==> config.mk <==
export PLATFORM = sky130hd
export DESIGN_NAME = mux_n_pipe
export DESIGN_NICKNAME = d
export VERILOG_FILES = /design/src/rtl/mux_pkg.sv /design/src/rtl/mux_skid_buf.sv /design/src/rtl/mux_n_pipe.sv
export SDC_FILE = /design/constraint.sdc
export NUM_CORES = 1
export LEC_CHECK = 0
export CORE_UTILIZATION = 45
export DETAILED_ROUTE_END_ITERATION = 8
export DONT_BUFFER_PORTS = 1
export PLACE_DENSITY = 0.57
export SETUP_SLACK_MARGIN = 0.3
export SYNTH_ARGS = -nofsm -noshare
export SYNTH_HDL_FRONTEND = slang
export SYNTH_SLANG_ARGS = --single-unit
==> constraint.sdc <==
create_clock -name clk -period 2.6 [get_ports clk]
set_clock_uncertainty 0.2 [all_clocks]
set_input_delay 0.39 -clock clk [delete_from_list [all_inputs] [get_ports clk]]
set_output_delay 0.39 -clock clk [all_outputs]
set_load 0.01 [all_outputs]
==> src/rtl/mux_pkg.sv <==
// Shared definitions for the registered N-way source-select mux family.
// - clog2 : ceiling log2, used to derive the select width from N
// - W_DEF / N_DEF / CNT_W_DEF : default data width, channel count, error counter width
// - `MUX_LANE(bus, k, w) : extract lane k (w bits wide) from a flattened bus
`ifndef MUX_PKG_SV
`define MUX_PKG_SV

`define MUX_LANE(bus, k, w) bus[(k)*(w) +: (w)]

package mux_pkg;

  localparam int W_DEF     = 16;
  localparam int N_DEF     = 5;
  localparam int CNT_W_DEF = 8;

  function automatic int clog2(input int v);
    int r;
    r = 0;
    while ((1 << r) < v) r++;
    return r;
  endfunction

endpackage

`endif

==> src/rtl/mux_skid_buf.sv <==
// Two-entry valid/ready buffer: an output register plus one skid register.
// in_ready comes straight from the skid-full flop, so there is no combinational
// path from out_ready back upstream while full throughput is still sustained.
// Ports:
//   clk, rst_n          clock, async active-low reset
//   in_push, in_data    word to store (caller only pushes while in_ready=1)
//   in_ready            skid register empty
//   out_data, out_valid head of the FIFO, held stable until delivered
//   out_ready           downstream accepts this cycle
module mux_skid_buf #(
  parameter int W = 16
) (
  input  logic         clk,
  input  logic         rst_n,
  input  logic         in_push,
  input  logic [W-1:0] in_data,
  output logic         in_ready,
  output logic [W-1:0] out_data,
  output logic         out_valid,
  input  logic         out_ready
);

  logic [W-1:0] out_q, skid_q;
  logic         out_v, skid_v;
  logic         deliver;

  assign deliver   = out_v & out_ready;
  assign in_ready  = ~skid_v;
  assign out_data  = out_q;
  assign out_valid = out_v;

  always_ff @(posedge clk or negedge rst_n) begin
    if (!rst_n) begin
      out_q  <= '0;
      skid_q <= '0;
      out_v  <= 1'b0;
      skid_v <= 1'b0;
    end else if (skid_v) begin
      // Full: nothing can be pushed; the skid word refills out as it drains.
      if (deliver) begin
        out_q  <= skid_q;
        skid_v <= 1'b0;
      end
    end else if (in_push) begin
      if (!out_v || deliver) begin
        out_q <= in_data;
        out_v <= 1'b1;
      end else begin
        skid_q <= in_data;
        skid_v <= 1'b1;
      end
    end else if (deliver) begin
      out_v <= 1'b0;
    end
  end

endmodule

==> src/rtl/mux_n_pipe.sv <==
// Registered N-way, W-bit source-select mux with valid/ready handshake.
// The selected lane appears on out one edge after acceptance; out-of-range
// selects are consumed without producing a word and are logged in err/err_count.
// Ports:
//   clk, reset_n         clock, async active-low reset
//   in_bus [N*W]         lane k at in_bus[k*W +: W]
//   set [SW]             lane select, sampled with in_valid
//   in_valid / in_ready  upstream handshake
//   out / out_valid      selected word, registered
//   out_ready            downstream handshake
//   err                  sticky bad-select flag
//   err_count [CNT_W]    saturating bad-select count
//   err_clr              synchronous clear of err and err_count
module mux_n_pipe
  import mux_pkg::*;
#(
  parameter  int W     = W_DEF,
  parameter  int N     = N_DEF,
  parameter  int CNT_W = CNT_W_DEF,
  localparam int SW    = clog2(N)
) (
  input  logic             clk,
  input  logic             reset_n,
  input  logic [N*W-1:0]   in_bus,
  input  logic [SW-1:0]    set,
  input  logic             in_valid,
  output logic             in_ready,
  output logic [W-1:0]     out,
  output logic             out_valid,
  input  logic             out_ready,
  output logic             err,
  output logic [CNT_W-1:0] err_count,
  input  logic             err_clr
);

  logic         accept;
  logic         sel_ok;
  logic         bad_acc;
  logic [W-1:0] sel_word;

  // Lane decode. Each lane index is compared against the select, so the
  // part-select base is a constant; anything not matching a lane falls
  // through to the zero default (set >= N), which also keeps this latch-free.
  always_comb begin
    sel_word = '0;
    sel_ok   = 1'b0;
    for (int k = 0; k < N; k++) begin
      if (set == SW'(k)) begin
        sel_word = `MUX_LANE(in_bus, k, W);
        sel_ok   = 1'b1;
      end
    end
  end

  assign accept  = in_valid & in_ready;
  assign bad_acc = accept & ~sel_ok;

  mux_skid_buf #(.W(W)) u_buf (
    .clk       (clk),
    .rst_n     (reset_n),
    .in_push   (accept & sel_ok),
    .in_data   (sel_word),
    .in_ready  (in_ready),
    .out_data  (out),
    .out_valid (out_valid),
    .out_ready (out_ready)
  );

  // A bad accept beats a same-cycle clear: the count restarts at 1.
  always_ff @(posedge clk or negedge reset_n) begin
    if (!reset_n) begin
      err       <= 1'b0;
      err_count <= '0;
    end else if (bad_acc) begin
      err <= 1'b1;
      if (err_clr)
        err_count <= CNT_W'(1);
      else if (!(&err_count))
        err_count <= err_count + CNT_W'(1);
    end else if (err_clr) begin
      err       <= 1'b0;
      err_count <= '0;
    end
  end

endmodule
==> metrics.md, run 1 <==
| Metric | Value |
|---|---|
| Critical R2R Launch | err_count[0] |
| Ys async rst share | 1.00 |
| # port buffers | 0 |
| Clock-pin slew on the worst setup and hold paths | 0.08 ns |
| RSZ-0062 raised after global routing | false |
| Cell mode on critical path | nand3_1 |
| Prevailing post-synth register cell | dfrtp_1 |
| Placed wire-length estimate | 4640 um |
| Total number of vias | 2312 |
| Commonest non-fill, non-tap cell in the layout | nand2_1 |
| Crit-path max FO | 6 |
| CP Data Required Time | 2.61 ns |
| Antenna violations before repair | 0 |
| Sequential share of the synthesized area | 0.388 |
| Initial detailed-routing violation count | 106 |
| Clock Path Buffers | 2 |
| # diodes | 0 |
| Layout Area Growth over Synthesis | 4.88% |
| Core outline area | 0.00592 sq mm |
| Highest-delay cell along the critical path | dfrtp_1 |
| Detailed-router iteration count before antenna repair | 4 |
| Synthesized area | 0.00277 sq mm |
| Yosys reg bits | 43 |
| Top post-synthesis cells by area | dfrtp_1 (39%), mux2i_1 (12%), nand2_1 (8.1%), o21ai_0 (5.8%), a221oi_1 (5.1%) |
| CTS root buffer | clkbuf_8 |
| Largest net degree at the start of global routing | 61 |
| Crit path launch type | register |
| Critical path startpoint | err_count[0] |
| # DRC | 0 |
| Vias in the first global route | 2202 |
| Flop-to-flop setup slack | 0.58 ns |
| Worst min-delay path class | in -> reg |
| Worst Path Arrival | 2.03 ns |
| Slew Limit Fails | 0 |
| Lkg Pwr | 0.00121 uW |
| Worst Reg2Reg Path Length in Cells | 6 |
| CTS Sinks | 43 |
| Rel. slew slack | 0.304 |
| Setup TNS | 0 ns |
| Tmin final | 2.02 ns |
| Synth Net Count | 408 |
| Cell row count | 28 |
| DRT antenna net count | 0 |
| Setup bufs post-CTS | 0 |
| Die Span Y | 80.5 um |
| Proportion of layout cells with a drive suffix above 1 | 0.0588 |
| Final Hold Viols | 0 |
| Top cell type's share of synthesized area | 0.388 |
| Worst skew pair latency | 0.29 ns |
| Hold Path Cell Cnt | 2 |
| Peak VDD IR | 0.337 mV |
| CP Class | reg -> reg |
| Min-delay src | err_clr |
| Synth Instances | 319 |
| FF-to-FF End | err_count[7] |
| Crit-path cells | ha_1 > and3_1 > nand3_1 > nand3_1 > or3_1 > a21oi_1 |
| GRT Total Usage | 0.209 |
| Final setup vio count | 0 |
| Routed Wire Length | 6590 um |
| Most frequent cells in the layout | nand2_1 (60), dfrtp_1 (43), mux2i_1 (32), o21ai_0 (32), a21oi_1 (20) |
| Number of synthesized flops with an enable pin | 0 |
| GR Overflow Total | 0 |
| Slowest cell delay on critical path | 0.47 ns |
| Ys Warns | 0 |
| TritonCTS clock tree | done |
| Synth area leader | dfrtp_1 |
| WL per Instance | 17.3 um |
| Status | finished, final reports clean |
| Layout net count | 394 |
| Post-synth cell types | 35 |
| Syn_area_per_cell | 8.68 sq um |
| Vias/cell | 6.07 |
| Setup crit end | err_count[7] |
| Peak Freq | 496 MHz |
| CTS Buf Count | 5 |
| Worst Tran Pin Value | 1.04 ns |
| Die ar. | 0.00647 sq mm |
| Setup crit end kind | register |
| First-pass GRT wire length | 10500 um |
| Starting density of the core | 0.468 |
| Period Utilization, post-route | 0.775 |
| PnR Total Power | 2250 uW |
| Pwr/cell area | 773 mW/mm^2 |
| CTS H-Tree Depth | 2 |
| Routability congestion estimate | 0.718 |
| # IOs | 115 |
| Max-Cap Viols | 0 |
| Die W | 80.5 um |
[flip-flops by register name, summed over array words and instances (netlist names)]
signal / flops
u_buf.out_data: 16
u_buf.skid_v: 1
u_buf.skid_q: 16
u_buf.out_valid: 1
err: 1
err_count: 8
[metal layers]
metal / track usage / share of wire / vias up
met5: 0 / 0 / -
met4: 0.0321 / 0.0036 / 0
met3: 0.0614 / 0.074 / 2
met2: 0.323 / 0.45 / 90
met1: 0.292 / 0.47 / 1063
li1: - / - / 1157
[how the worst min path moves through the flow]
stage,endpoint,slack [ns]
global placement,err_count[0],-0.10
CTS,err_count[0],0.03
floorplan,err,-0.11
detailed placement,err_count[1],-0.10
finish,err_count[0],0.04
global route,err_count[0],0.03
[logic make-up after synthesis]
logic type | count (synthesis) | share of synthesized area
xor+xnor | 3 | 0.00949
mux | 32 | 0.116
fa+ha+maj | 1 | 0.00452
simple gates | 100 | 0.166
compound gates | 107 | 0.259
flops | 43 | 0.388
buf+inv | 33 | 0.0574
[cells in the mapped netlist (3+ instances only)]
| cell type | instances |
|---|---|
| a21oi_1 | 20 |
| a211oi_1 | 17 |
| xor2_1 | 3 |
| inv_1 | 4 |
| nor2_1 | 5 |
| o221ai_1 | 16 |
| buf_2 | 10 |
| nand2_1 | 60 |
| a221oi_1 | 16 |
| nand3_1 | 17 |
| dfrtp_1 | 43 |
| clkbuf_1 | 11 |
| buf_4 | 6 |
| mux2i_1 | 32 |
| o21ai_0 | 32 |
| and3_1 | 3 |
[layout make-up]
cell class	instances	area, sq um
multi-input cells	243	1540
flip-flops and latches	43	1080
well taps	75	93.8
repair buffers	7	80.1
fillers	558	3020
inverters	5	18.8
clock buffers	8	100
[through the flow]
stage,cell area (sq um),util,std cells,hold WS (ns),worst slack (ns)
after global routing,2910,0.491,381,0.0281,0.446
after CTS,2900,0.490,381,0.0343,0.384
after floorplan,2770,-,319,-0.106,0.784
final,2910,0.491,381,0.0416,0.584
after detailed placement,2750,0.464,369,-0.105,0.296
after global placement,2750,0.464,369,-0.105,0.306
[critical path: cells and delay by family (launching register included)]
family,cells,cell delay (ns)
and+or+nand+nor,4,0.87
DFF,1,0.47
adders and majority gates,1,0.25
AOI/OAI and AO/OA,1,0.16
[repair_timing]
item / CTS / global route
hold buffers: 4 / 0
endpoints found under the hold margin: 51 / 0
endpoints found under the setup margin: 0 / 16
gates resized for setup: 0 / 1
[power breakdown]
part / internal (uW) / leakage, uW / switching (uW)
combinational: 253 / 0.000605 / 330
clock: 243 / 0.0000515 / 221
sequential: 931 / 0.000554 / 269
total: 1430 / 0.00121 / 820
Power figures use the tool's default switching activity.
==> run 2: changes to the inputs <==
clock period = 2.06 ns   (was 2.6 ns; I/O delays follow)
==> metrics.md, run 2 (synthesis gave the netlist of run 1 again) <==
| Metric | Value |
|---|---|
| CTS root buffer | clkbuf_8 |
| CP Class | reg -> reg |
| Cell row count | 28 |
| CP Data Required Time | 2.08 ns |
| Peak Freq | 578 MHz |
| Violated checks | hold timing |
| GR Overflow Total | 0 |
| Core outline area | 0.00592 sq mm |
| Max-Cap Viols | 0 |
| Proportion of layout cells with a drive suffix above 1 | 0.103 |
| Vias in the first global route | 2279 |
| Period Utilization, post-route | 0.841 |
| Clock-pin slew on the worst setup and hold paths | 0.08 ns |
| Setup TNS | 0 ns |
| Final setup vio count | 0 |
| Worst skew pair latency | 0.29 ns |
| Peak VDD IR | 0.381 mV |
| TritonCTS clock tree | done |
| DRT antenna net count | 0 |
| Die W | 80.5 um |
| Die ar. | 0.00647 sq mm |
| Worst Tran Pin Value | 0.628 ns |
| GRT Total Usage | 0.219 |
| First-pass GRT wire length | 10900 um |
| # port buffers | 0 |
| Vias/cell | 6.23 |
| Largest net degree at the start of global routing | 61 |
| Worst min-delay path class | in -> reg |
| Final Hold Viols | 8 |
| Status | finished with violations |
| Tmin final | 1.73 ns |
| Detailed-router iteration count before antenna repair | 4 |
| Crit path launch type | register |
| Commonest non-fill, non-tap cell in the layout | nand2_1 |
| # diodes | 0 |
| Lkg Pwr | 0.00122 uW |
| Pwr/cell area | 947 mW/mm^2 |
| Routed Wire Length | 6840 um |
| WL per Instance | 17.7 um |
| Antenna violations before repair | 0 |
| Slew Limit Fails | 0 |
| Die Span Y | 80.5 um |
| Placed wire-length estimate | 4740 um |
| Layout net count | 399 |
| Layout Area Growth over Synthesis | 7.72% |
| Post-CTS Hold Buffers | 4 |
| Starting density of the core | 0.468 |
| # IOs | 115 |
| Most frequent cells in the layout | nand2_1 (60), dfrtp_1 (40), mux2i_1 (32), o21ai_0 (32), a21oi_1 (19) |
| Clock Path Buffers | 2 |
| CTS Buf Count | 5 |
| Rel. slew slack | 0.580 |
| Worst Path Arrival | 1.75 ns |
| CTS Sinks | 43 |
| Setup crit end kind | register |
| Routability congestion estimate | 0.766 |
| # DRC | 0 |
| CTS H-Tree Depth | 2 |
| Hold slack | -0.135 ns |
| Total number of vias | 2404 |
| RSZ-0062 raised after global routing | true |
| Crit-path max FO | 6 |
| Initial detailed-routing violation count | 129 |
## run 2: cell count changes in the layout (fill, tap and decap cells not counted), moves of 2 or more
cell,change
buf_4,+3
dfrtp_1,-3
dfrtp_2,+3
buf_6,+2
clkbuf_8,-2
nand3_1,-2
nand3_2,+2
## run 2: report_power, final
part | switching, uW | total [uW] | internal (uW)
Combinational | 449 | 799 | 350
Clock | 273 | 511 | 238
Sequential | 336 | 1510 | 1180
## run 2: path summary, 6_finish.rpt
path                            startpoint                 to  slack (ns)  depth (start not counted)
min in group asynchronous          reset_n  u_buf.out_data[2]        0.31                          2
max in group asynchronous          reset_n       u_buf.skid_v        1.14                          2
setup reg to reg              err_count[0]       err_count[7]        0.33                          6
setup / recovery              err_count[0]       err_count[7]        0.33                          6
hold reg to reg            u_buf.skid_q[3]    u_buf.skid_q[3]        0.28                          2
hold / removal                     err_clr       err_count[7]       -0.13                          1
## run 2: critical path: stages, from the launching register on
cell,delay [ns]
dfrtp_2,0.48
ha_4,0.19
and3_4,0.17
nand3_2,0.08
nand3_2,0.09
or3_4,0.34
a21oi_2,0.11
## run 2: cell type report
class / count / area [sq um]
Fill cell: 573 / 2940
Multi-Input combinational cell: 243 / 1590
Sequential cell: 43 / 1080
Timing Repair Buffer: 12 / 125
Tap cell: 75 / 93.8
Clock buffer: 7 / 76.3
Inverter: 5 / 18.8
Clock inverter: 1 / 5.00
## run 2: what timing repair did
item	in CTS	in global routing
setup endpoints to repair	2	35
buffers inserted	1	2
pin swaps	3	2
endpoints found under the hold margin	54	8
gates cloned	0	0
gates resized for setup	5	8
## run 2: per-stage QoR
stage | cells | power (uW) | setup slack [ns] | utilization | area [sq um]
after floorplan | 319 | 2100 | 0.308 | - | 2780
after global placement | 371 | 2260 | 0.0239 | 0.467 | 2770
after detailed placement | 371 | 2270 | 0.0461 | 0.467 | 2770
after CTS | 384 | 2830 | 0.300 | 0.496 | 2940
after global routing | 386 | 3050 | 0.272 | 0.504 | 2980
final | 386 | 2820 | 0.328 | 0.504 | 2980
## run 2: layer usage
metal / wire [um] / GRT usage / up-vias
met5: 0 / 0 / -
met4: 41 / 0.0571 / 0
met1: 3170 / 0.293 / 1133
met2: 3070 / 0.343 / 100
met3: 555 / 0.0636 / 4
li1: - / - / 1167
